## src/rtl/lc3_instr_encoder.sv

```systemverilog
// LC-3 instruction encoder: narrows a 16-bit signed operand to the opcode's
// field width (range check, optional clamp) and packs a 16-bit instruction.
//
// Handshake: a request transfers on a rising edge with in_valid & in_ready;
// a result transfers on a rising edge with out_valid & out_ready. Once
// asserted, out_valid stays high and instr/range_err stay stable until the
// transfer. in_ready is high only in IDLE; there is no request queueing.
module lc3_instr_encoder #(
  parameter int SATURATE  = 0,
  parameter int ERR_WIDTH = 8
) (
  input  logic                 clk,
  input  logic                 reset,
  input  logic                 in_valid,
  output logic                 in_ready,
  input  logic [3:0]           op,
  input  logic [2:0]           dr,
  input  logic [2:0]           sr1,
  input  logic [2:0]           sr2,
  input  logic                 imm_mode,
  input  logic [2:0]           nzp,
  input  logic [15:0]          value,
  output logic                 out_valid,
  input  logic                 out_ready,
  output logic [15:0]          instr,
  output logic                 range_err,
  output logic [ERR_WIDTH-1:0] err_count,
  output logic [1:0]           dbg_state
);

  localparam logic [1:0] S_IDLE  = 2'd0;
  localparam logic [1:0] S_CHECK = 2'd1;
  localparam logic [1:0] S_OUT   = 2'd2;

  localparam bit SAT = (SATURATE != 0);

  logic [1:0]           state_q, state_d;
  logic [3:0]           op_q;
  logic [2:0]           dr_q, sr1_q, sr2_q, nzp_q;
  logic                 imm_mode_q;
  logic [15:0]          value_q;
  logic [15:0]          instr_q, instr_d;
  logic                 range_err_q, range_err_d;
  logic [ERR_WIDTH-1:0] err_count_q;

  logic                 fit5, fit6, fit9, fit11, fit8u;
  logic [4:0]           imm5;
  logic [5:0]           off6;
  logic [8:0]           off9;
  logic [10:0]          off11;
  logic [7:0]           vect8;
  logic                 xfer_out;

  assign in_ready  = (state_q == S_IDLE);
  assign out_valid = (state_q == S_OUT);
  assign instr     = instr_q;
  assign range_err = range_err_q;
  assign err_count = err_count_q;
  assign dbg_state = state_q;
  assign xfer_out  = out_valid & out_ready;

  // Operand narrowing: a value fits W signed bits when bits [15:W-1] all agree
  always_comb begin
    fit5  = (&value_q[15:4])  | ~(|value_q[15:4]);
    fit6  = (&value_q[15:5])  | ~(|value_q[15:5]);
    fit9  = (&value_q[15:8])  | ~(|value_q[15:8]);
    fit11 = (&value_q[15:10]) | ~(|value_q[15:10]);
    fit8u = ~(|value_q[15:8]);
    imm5  = value_q[4:0];
    off6  = value_q[5:0];
    off9  = value_q[8:0];
    off11 = value_q[10:0];
    vect8 = value_q[7:0];
    if (SAT) begin
      if (!fit5)  imm5  = value_q[15] ? 5'b10000 : 5'b01111;
      if (!fit6)  off6  = value_q[15] ? 6'b100000 : 6'b011111;
      if (!fit9)  off9  = value_q[15] ? 9'h100 : 9'h0FF;
      if (!fit11) off11 = value_q[15] ? 11'h400 : 11'h3FF;
      if (!fit8u) vect8 = value_q[15] ? 8'h00 : 8'hFF;
    end
  end

  // Instruction packing and range error by opcode
  always_comb begin
    instr_d     = 16'h0000;
    range_err_d = 1'b0;
    case (op_q)
      4'b0001, 4'b0101: begin
        if (imm_mode_q) begin
          instr_d     = {op_q, dr_q, sr1_q, 1'b1, imm5};
          range_err_d = ~fit5;
        end else begin
          instr_d     = {op_q, dr_q, sr1_q, 3'b000, sr2_q};
        end
      end
      4'b0000: begin
        instr_d     = {op_q, nzp_q, off9};
        range_err_d = ~fit9;
      end
      4'b0010, 4'b0011, 4'b1010, 4'b1011, 4'b1110: begin
        instr_d     = {op_q, dr_q, off9};
        range_err_d = ~fit9;
      end
      4'b0110, 4'b0111: begin
        instr_d     = {op_q, dr_q, sr1_q, off6};
        range_err_d = ~fit6;
      end
      4'b0100: begin
        instr_d     = {op_q, 1'b1, off11};
        range_err_d = ~fit11;
      end
      4'b1100: instr_d = {op_q, 3'b000, sr1_q, 6'b000000};
      4'b1001: instr_d = {op_q, dr_q, sr1_q, 6'b111111};
      4'b1000: instr_d = 16'h8000;
      4'b1111: begin
        instr_d     = {op_q, 4'b0000, vect8};
        range_err_d = ~fit8u;
      end
      default: begin
        instr_d     = 16'hD000;
        range_err_d = 1'b1;
      end
    endcase
  end

  // Next-state logic for IDLE -> CHECK -> OUT -> IDLE
  always_comb begin
    state_d = state_q;
    case (state_q)
      S_IDLE:  if (in_valid) state_d = S_CHECK;
      S_CHECK: state_d = S_OUT;
      S_OUT:   if (out_ready) state_d = S_IDLE;
      default: state_d = S_IDLE;
    endcase
  end

  // State, request capture, result registers and saturating error counter
  always_ff @(posedge clk) begin
    if (reset) begin
      state_q     <= S_IDLE;
      op_q        <= 4'h0;
      dr_q        <= 3'h0;
      sr1_q       <= 3'h0;
      sr2_q       <= 3'h0;
      nzp_q       <= 3'h0;
      imm_mode_q  <= 1'b0;
      value_q     <= 16'h0000;
      instr_q     <= 16'h0000;
      range_err_q <= 1'b0;
      err_count_q <= '0;
    end else begin
      state_q <= state_d;
      if (state_q == S_IDLE && in_valid) begin
        op_q       <= op;
        dr_q       <= dr;
        sr1_q      <= sr1;
        sr2_q      <= sr2;
        nzp_q      <= nzp;
        imm_mode_q <= imm_mode;
        value_q    <= value;
      end
      if (state_q == S_CHECK) begin
        instr_q     <= instr_d;
        range_err_q <= range_err_d;
      end
      if (xfer_out && range_err_q && !(&err_count_q)) begin
        err_count_q <= err_count_q + 1'b1;
      end
    end
  end

endmodule

```

## config.mk

```make
export PLATFORM = sky130hd
export DESIGN_NAME = lc3_instr_encoder
export DESIGN_NICKNAME = d
export VERILOG_FILES = /design/src/rtl/lc3_instr_encoder.sv
export SDC_FILE = /design/constraint.sdc
export NUM_CORES = 1
export LEC_CHECK = 0
export ABC_AREA = 0
export BUFFER_PORTS_ARGS = -buffer_cell sky130_fd_sc_hd__buf_4
export CORE_AREA = 2 2 69 78
export CTS_BUF_LIST = sky130_fd_sc_hd__clkbuf_4
export CTS_CLUSTER_SIZE = 28
export DETAILED_ROUTE_END_ITERATION = 10
export DIE_AREA = 0 0 71 80
export PLACE_DENSITY = 0.87
export SLEW_MARGIN = 25
export SYNTH_ARGS = -nofsm -noshare
export SYNTH_HDL_FRONTEND = slang
export SYNTH_SLANG_ARGS = --single-unit
```

## constraint.sdc

```tcl
create_clock -name clk -period 2.1 [get_ports clk]
set_input_delay 0.105 -clock clk [delete_from_list [all_inputs] [get_ports clk]]
set_output_delay 0.105 -clock clk [all_outputs]
set_load 0.02 [all_outputs]
```

==> reports/metrics.yaml, run 1 <==
run_status:
  status: "finished clean"
power_and_ir_drop:
  leakage_nw: 1.39
  report.power.total_mw: 2.28
  powerDensity_nw_per_um2: 649
  ir_drop_mv: 0.464
yosys:
  synth-main-ff-cell: "dfxtp_1"
  synth_area_sq_um: 2570
  synth-simple-area-share: 0.250
  syn_inst: 328
  ys_seq_elements: 60
  synth_compound_area_frac: 0.196
  synth_area_per_cell_sq_um: 7.82
  syn_nets: 366
  synth_top_family_by_area: "simple AND/OR/NAND/NOR gates"
  synth_fa_ha_area_frac: 0.00488
  ys_types: 40
  async_flop_share: 0
  synth_edf_count: 0
  synth_xor_area_frac: 0.0239
  synth-seq-area-share: 0.468
  muxShareOfSynthArea: 0.0171
  yosys_warnings: 0
global_route:
  grt_start_max_net_pins: 63
  antenna_found_initial: 0
  grt_first_pass_wirelength_um: 10700
  gr-total-overflow: 0
  grtUsageTotal: 0.242
  grt_pass1_vias: 2404
die:
  die_area_sq_um: 5680
  initial_utilization: 0.524
  rows: 27
  dieWidth_um: 71
  fp.dieH_um: 80
  core_area_sq_um: 4900
  ios: 66
worst_hold_path:
  hp-class: "primary input to flip-flop"
  hold_end: "err_count[6]"
  worstHoldStart: "reset"
  holdPathStages: 2
cts:
  cts_buffers: 9
  cts.sinks: 60
  cts_resized: 0
  htreeDepth: 3
  clockBufferDepth: 2
  cts_setup_buffers: 0
  cts_tree: "yes"
  clk_pin_slew_ns: 0.09
  insertion_delay_ns: 0.39
  cts_root_buf: "clkbuf_4"
place:
  gp_congestion: 0.853
  place_hpwl_um: 4300
  dp_cells: 433
  pre_cts_ws_ns: 0.416
  port_buffers: 65
  place_area_sq_um: 3060
finish:
  nNetsFinal: 458
  syn2layout_area_growth_pct: 36.9
  final_util: 0.717
  antenna_cells: 0
  final_cells: 483
  fin_area_sq_um: 3510
  layout-drive-gt1-share: 0.212
  fill_cells: 393
sta:
  period_minus_slack_ns: 1.70
  whs_ns: 0.189
  setup_ws_ns: 0.405
  max_freq_mhz: 590
  tightest_slew_ns: 0.597
  finalMaxSlewViolations: 0
  finalClockSkew_ns: 0.00749
  relSlewSlack: 0.602
  setup_tns_ns: 0
  fin_crit_sh: 0.807
  setup_viol: 0
  rsz0062_at_grt: "false"
  hold_viol: 0
route:
  wirelength_um: 6460
  routedWlPerCell_um: 13.4
  viasPerCell: 5.33
  route.vias.total: 2572
  dr.pass1.iters: 5
  antenna_left: 0
  drc: 0
  drt_iter0_markers: 150
critical_path:
  crit_required_ns: 2.36
  reg2reg_from: "op_q[3]"
  ff2ff_path_depth: 5
  arrival_ns: 1.96
  setup.worst_path.start_class: "flip-flop"
  worst_r2r_endpoint: "instr[10]"
  crit_path_end_kind: "flip-flop"
  cp_max_fo: 13
  worstSetupPathType: "flip-flop to flip-flop"
  reg2reg_slack_ns: 0.40
flow_run:
  max-cap-violations: 0
## worst max-delay path by stage
stage / slack (ns) / startpoint / cells after the start / endpoint
2_1_floorplan: 0.50 / dbg_state[1] / 4 / err_count[3]
3_3_place_gp: 0.52 / op_q[3] / 5 / instr[10]
3_5_place_dp: 0.42 / op_q[3] / 5 / instr[10]
4_1_cts: 0.41 / op_q[3] / 5 / instr[10]
5_1_grt: 0.25 / op_q[3] / 5 / instr[10]
6_report: 0.40 / op_q[3] / 5 / instr[10]
## critical path: stages, from the launching register on
cell	delay [ns]
dfxtp_1	0.56
nand2_1	0.20
o21ai_1	0.37
buf_4	0.22
a2bb2oi_1	0.17
nor2_1	0.06
## flip-flops by register name, indices dropped and copies added (netlist names)
signal      flops
instr          16
value_q        16
err_count       8
op_q            4
dr_q            3
nzp_q           3
sr1_q           3
sr2_q           3
dbg_state       2
imm_mode_q      1
range_err       1
## timing repair
item,CTS,global route
hold buffers,34,0
endpoints found under the setup margin,0,0
hold endpoints to repair,34,0
## synth_stat cells (2+ instances only)
cell       instances  area share
nand2_1           94        0.14
dfxtp_1           60        0.47
a21oi_1           49       0.096
nor2_1            20       0.029
clkbuf_1          14       0.020
a22oi_1            7       0.020
buf_2              7       0.014
nor3_1             7       0.014
xnor2_1            6       0.020
a21o_1             5       0.015
nand3_1            5      0.0097
nor2b_1            5       0.012
inv_1              4      0.0058
o21ai_0            4      0.0078
mux2_2             3       0.013
nand2b_1           3      0.0073
nand4_1            3      0.0073
o21ai_1            3      0.0058
a221oi_1           2      0.0068
a2bb2oi_1          2      0.0068
and2_1             2      0.0049
and2b_1            2      0.0058
nand3b_1           2      0.0058
o31ai_1            2      0.0058
or3_1              2      0.0049
## cell families (layout without fill, tap and decap cells)
family          after synthesis  in the layout
compound gates               83             83
flops                        60             60
simple gates                148            148
mux                           4              4
buf+inv                      25            122
fa+ha+maj                     1              1
xor+xnor                      7              7
## final cells by class
class	instances	area, sq um	area share
Clock buffer	13	97.6	0.0278
Clock inverter	3	13.8	0.00392
Inverter	4	15.0	0.00427
Multi-Input combinational cell	243	1260	0.359
Sequential cell	60	1200	0.342
Tap cell	58	72.6	0.0207
Timing Repair Buffer	102	851	0.242
## where the power goes
| part | internal (mW) | total [mW] | switching, mW |
|---|---|---|---|
| combinational | 0.183 | 0.366 | 0.183 |
| clock | 0.290 | 0.670 | 0.380 |
| sequential | 1.19 | 1.24 | 0.0542 |
## layer usage
layer,GRT usage,part of all wire,vias to the layer above,wire length (um)
met5,0,0,-,0
met4,0.0962,0.019,0,123
met3,0.0631,0.052,12,339
met2,0.416,0.51,85,3300
met1,0.286,0.42,1171,2700
li1,-,-,1304,-
## placed cells by master, fill, tap and decap left out, types with 3 or more instances in the layout
| cell | instances |
|---|---|
| o21ai_0 | 4 |
| nor2b_1 | 5 |
| a21oi_1 | 49 |
| o21ai_1 | 3 |
| xnor2_1 | 6 |
| dfxtp_1 | 60 |
| nand2b_1 | 3 |
| dlygate4sd3_1 | 34 |
| buf_4 | 68 |
| a21o_1 | 5 |
| nand4_1 | 3 |
| a22oi_1 | 7 |
| nand3_1 | 5 |
| inv_1 | 4 |
| nand2_1 | 94 |
| clkbuf_4 | 13 |
| nor3_1 | 7 |
| mux2_2 | 3 |
| nor2_1 | 20 |
No activity file was read; power rests on OpenSTA's default activity.
==> inputs of run 2 (changes only) <==
- clock period: 2.1 -> 1.8 ns (I/O delays scaled with it)
==> run 2 against run 1 <==
Effect of this change: maximum frequency grew 5.9%; wire length grew 0.67%; non-clock buffer count grew 5; power grew 17%; die area is the same; first-iteration DRC count shrank 8.7%.
==> reports/metrics.yaml, run 2 (same netlist as run 1, synthesis figures left out) <==
route:
  drc: 0
  wirelength_um: 6510
  dr.pass1.iters: 4
  route.vias.total: 2625
  routedWlPerCell_um: 13.3
  antenna_left: 0
  drt_iter0_markers: 137
  viasPerCell: 5.38
power_and_ir_drop:
  powerDensity_nw_per_um2: 751
  report.power.total_mw: 2.67
  ir_drop_mv: 0.516
  leakage_nw: 1.42
sta:
  hold_viol: 0
  period_minus_slack_ns: 1.60
  fin_crit_sh: 0.890
  finalClockSkew_ns: 0.0107
  max_freq_mhz: 624
  finalMaxSlewViolations: 0
  rsz0062_at_grt: "false"
  setup_tns_ns: 0
  tightest_slew_ns: 0.599
  relSlewSlack: 0.601
  setup_viol: 0
finish:
  antenna_cells: 0
  nNetsFinal: 463
  mostFrequentLayoutCells: "nand2_1, buf_4, dfxtp_1"
  layout-drive-gt1-share: 0.221
  syn2layout_area_growth_pct: 38.4
  layout_commonest_cell: "nand2_1"
place:
  port_buffers: 65
  place_hpwl_um: 4440
  gp_congestion: 0.875
worst_hold_path:
  holdPathStages: 2
  hp-class: "primary input to flip-flop"
  hold_end: "err_count[0]"
  worstHoldStart: "reset"
cts:
  cts_tree: "yes"
  cts_resized: 0
  clockBufferDepth: 2
  insertion_delay_ns: 0.40
  htreeDepth: 3
  cts.sinks: 60
  cts_setup_buffers: 0
  cts_buffers: 9
  clk_pin_slew_ns: 0.09
  cts_root_buf: "clkbuf_4"
global_route:
  grt_first_pass_wirelength_um: 10700
  grt_pass1_vias: 2482
  grtUsageMet3: 0.0593
  use_met2: 0.423
  top_usage_layer: "met2"
  use_met1: 0.274
  antenna_found_initial: 0
  grtUsageTotal: 0.241
  grt_start_max_net_pins: 47
  gr-total-overflow: 0
die:
  fp.dieH_um: 80
  ios: 66
  core_area_sq_um: 4900
  dieWidth_um: 71
  rows: 27
  die_area_sq_um: 5680
  initial_utilization: 0.524
critical_path:
  reg2reg_from: "value_q[12]"
  ff2ff_path_depth: 5
  reg2reg_slack_ns: 0.20
  setup.worst_path.start_class: "flip-flop"
  cp_max_fo: 3
  crit_path_end_kind: "flip-flop"
  crit_required_ns: 2.06
  arrival_ns: 1.87
  worst_r2r_endpoint: "range_err"
  worstSetupPathType: "flip-flop to flip-flop"
run_status:
  status: "finished clean"
flow_run:
  max-cap-violations: 0
[run 2: repair_timing]
item	in CTS	in global routing
endpoints found under the hold margin	34	0
hold buffers	34	0
setup endpoints to repair	0	0
[run 2: worst max-delay path by stage]
stage | start | endpoint | slack, ns | depth (start not counted)
after floorplan | dbg_state[1] | err_count[3] | 0.20 | 4
after global placement | value_q[12] | range_err | 0.27 | 5
after detailed placement | value_q[12] | range_err | 0.21 | 5
after CTS | value_q[12] | range_err | 0.20 | 5
after global routing | value_q[12] | range_err | 0.07 | 5
final | value_q[12] | range_err | 0.20 | 5
[run 2: critical path, stage by stage, from the launching register on]
cell	delay (ns)
dfxtp_1	0.34
nor4_2	0.31
nand3_1	0.14
or4_4	0.44
o211ai_2	0.14
a311oi_1	0.11
[run 2: metal layers]
metal / share of wire / routed length [um]
met3: 0.057 / 369
met5: 0 / 0
met2: 0.52 / 3400
met1: 0.40 / 2570
met4: 0.025 / 163
[run 2: power breakdown]
part	switching [mW]	internal (mW)
Sequential	0.0570	1.39
Combinational	0.225	0.223
Clock	0.435	0.338
[run 2: area by class of cell]
type	instances	area [sq um]
inverter	4	15.0
fill	388	1350
clock inverter	3	13.8
multi-input combinational	243	1260
sequential	60	1200
clock buffer	13	97.6
tap	58	72.6
timing repair buffer	107	888
[run 2: stage by stage]
stage               area (sq um)  hold slack, ns  setup slack, ns  cells  utilization
finish                      3550           0.108            0.199    488        0.725
global route                3550           0.123           0.0690    488        0.725
CTS                         3550          0.0889            0.201    488        0.725
detailed placement          3100           0.342            0.212    438        0.633
global placement            3100           0.341            0.266    438        0.633
floorplan                   2570           0.226            0.198    328            -
==> inputs of run 3 (changes only) <==
- CORE_AREA: 2 2 69 78 -> 2 2 80 90
- DIE_AREA: 0 0 71 80 -> 0 0 82 92
- PLACE_DENSITY: 0.87 -> 0.69
==> run 3 against run 2 <==
Effect of this change: critical path depth stayed put; first-iteration DRC count is 5.8% lower; final cell count is 5.9% higher; largest cell class unchanged.
==> reports/metrics.yaml, run 3 (same netlist as run 1, synthesis figures left out) <==
cts:
  clk_pin_slew_ns: 0.10
  htreeDepth: 3
  clockBufferDepth: 2
  cts_buffers: 9
  cts_tree: "yes"
  cts.sinks: 60
  insertion_delay_ns: 0.41
  cts_root_buf: "clkbuf_4"
  cts_resized: 0
sta:
  fin_crit_sh: 0.883
  finalMaxSlewViolations: 0
  whs_ns: 0.118
  setup_tns_ns: 0
  tightest_slew_ns: 0.608
  period_minus_slack_ns: 1.59
  relSlewSlack: 0.595
  hold_viol: 0
  max_freq_mhz: 630
  setup_viol: 0
  rsz0062_at_grt: "false"
  finalClockSkew_ns: 0.0127
die:
  fp.dieH_um: 92
  core_area_sq_um: 6730
  die_area_sq_um: 7540
  initial_utilization: 0.382
  rows: 32
  dieWidth_um: 82
  ios: 66
finish:
  regArea_sq_um: 1200
  nNetsFinal: 465
  final_cells: 517
  antenna_cells: 0
  layout-drive-gt1-share: 0.225
  mostFrequentLayoutCells: "nand2_1, buf_4, dfxtp_1"
  multi_input_area_sq_um: 1260
  syn2layout_area_growth_pct: 41.9
  fill_cells: 665
  layout_commonest_cell: "nand2_1"
global_route:
  antenna_found_initial: 0
  grt_start_max_net_pins: 51
  gr-total-overflow: 0
  grt_first_pass_wirelength_um: 11000
  grtUsageTotal: 0.190
  grt_pass1_vias: 2430
route:
  viasPerCell: 5.00
  routedWlPerCell_um: 12.9
  dr.pass1.iters: 5
  drt_iter0_markers: 129
  wirelength_um: 6670
  antenna_left: 0
  drc: 0
  route.vias.total: 2586
run_status:
  status: "finished clean"
power_and_ir_drop:
  powerDensity_nw_per_um2: 804
  sw_frac_of_total: 0.255
  clock_power_share: 0.353
  leakage_nw: 1.45
  cellInternalPower_mw: 2.18
  ir_drop_mv: 0.441
  seq_power_share: 0.493
  p_comb_frac: 0.154
  p_sw_mw: 0.745
place:
  port_buffers: 65
  dp_cells: 467
  gp_congestion: 0.845
  place_hpwl_um: 4620
worst_hold_path:
  worstHoldStart: "reset"
  hp-class: "primary input to flip-flop"
critical_path:
  worstSetupPathType: "flip-flop to flip-flop"
  crit_required_ns: 2.14
  cp-startpoint: "err_count[0]"
  crit_path_end_kind: "flip-flop"
  arrival_ns: 1.93
  cp_max_fo: 9
  reg2reg_from: "err_count[0]"
  setup.worst_path.start_class: "flip-flop"
flow_run:
  max-cap-violations: 0
## run 3: layout make-up
cell class                 count  area share
tap                           85      0.0292
sequential                    60       0.330
clock buffer                  10      0.0206
multi-input combinational    243       0.347
clock inverter                 6      0.0216
inverter                       4     0.00412
timing repair buffer         109       0.248
## run 3: layer usage
layer  share of wire  vias up  global-route usage
met5               0        -                   0
met4           0.023        0              0.0875
met3           0.049       14              0.0463
met2            0.48       74               0.307
met1            0.44     1182               0.234
li1                -     1316                   -
## run 3: final timing paths
path                  end  slack [ns]  cells past startpoint
max reg2reg  err_count[3]        0.21                      5
min reg2reg      nzp_q[0]        0.46                      2
max          err_count[3]        0.21                      5
min          err_count[2]        0.12                      2
## run 3: critical path: stages (launching register included)
cell and delay, ns:
dfxtp_1 0.36, ha_1 0.23, nand3_1 0.11, o2111ai_2 0.25, or3_1 0.43, a21oi_1 0.15
## run 3: timing repair
item / 4_1_cts / 5_1_grt
hold endpoints to repair: 34 / 0
setup buffers: 0 / 0
hold buffers: 34 / 0
## run 3: per-stage QoR
step	cell area, sq um	power (mW)	worst slack (ns)	utilization
4_1_cts	3640	2.95	0.196	0.541
6_report	3640	2.93	0.211	0.541
5_1_grt	3640	3.07	0.0227	0.541
3_3_place_gp	3150	1.86	0.259	0.468
3_5_place_dp	3150	1.86	0.213	0.468
2_1_floorplan	2570	1.70	0.198	-
## run 3: power groups by stage
stage          sequential [mW]  clock [mW]  combinational [mW]
2_1_floorplan             1.47           0               0.236
3_3_place_gp              1.47           0               0.384
3_5_place_dp              1.47           0               0.389
4_1_cts                   1.44        1.06               0.447
5_1_grt                   1.45        1.12               0.501
6_report                  1.44        1.03               0.451
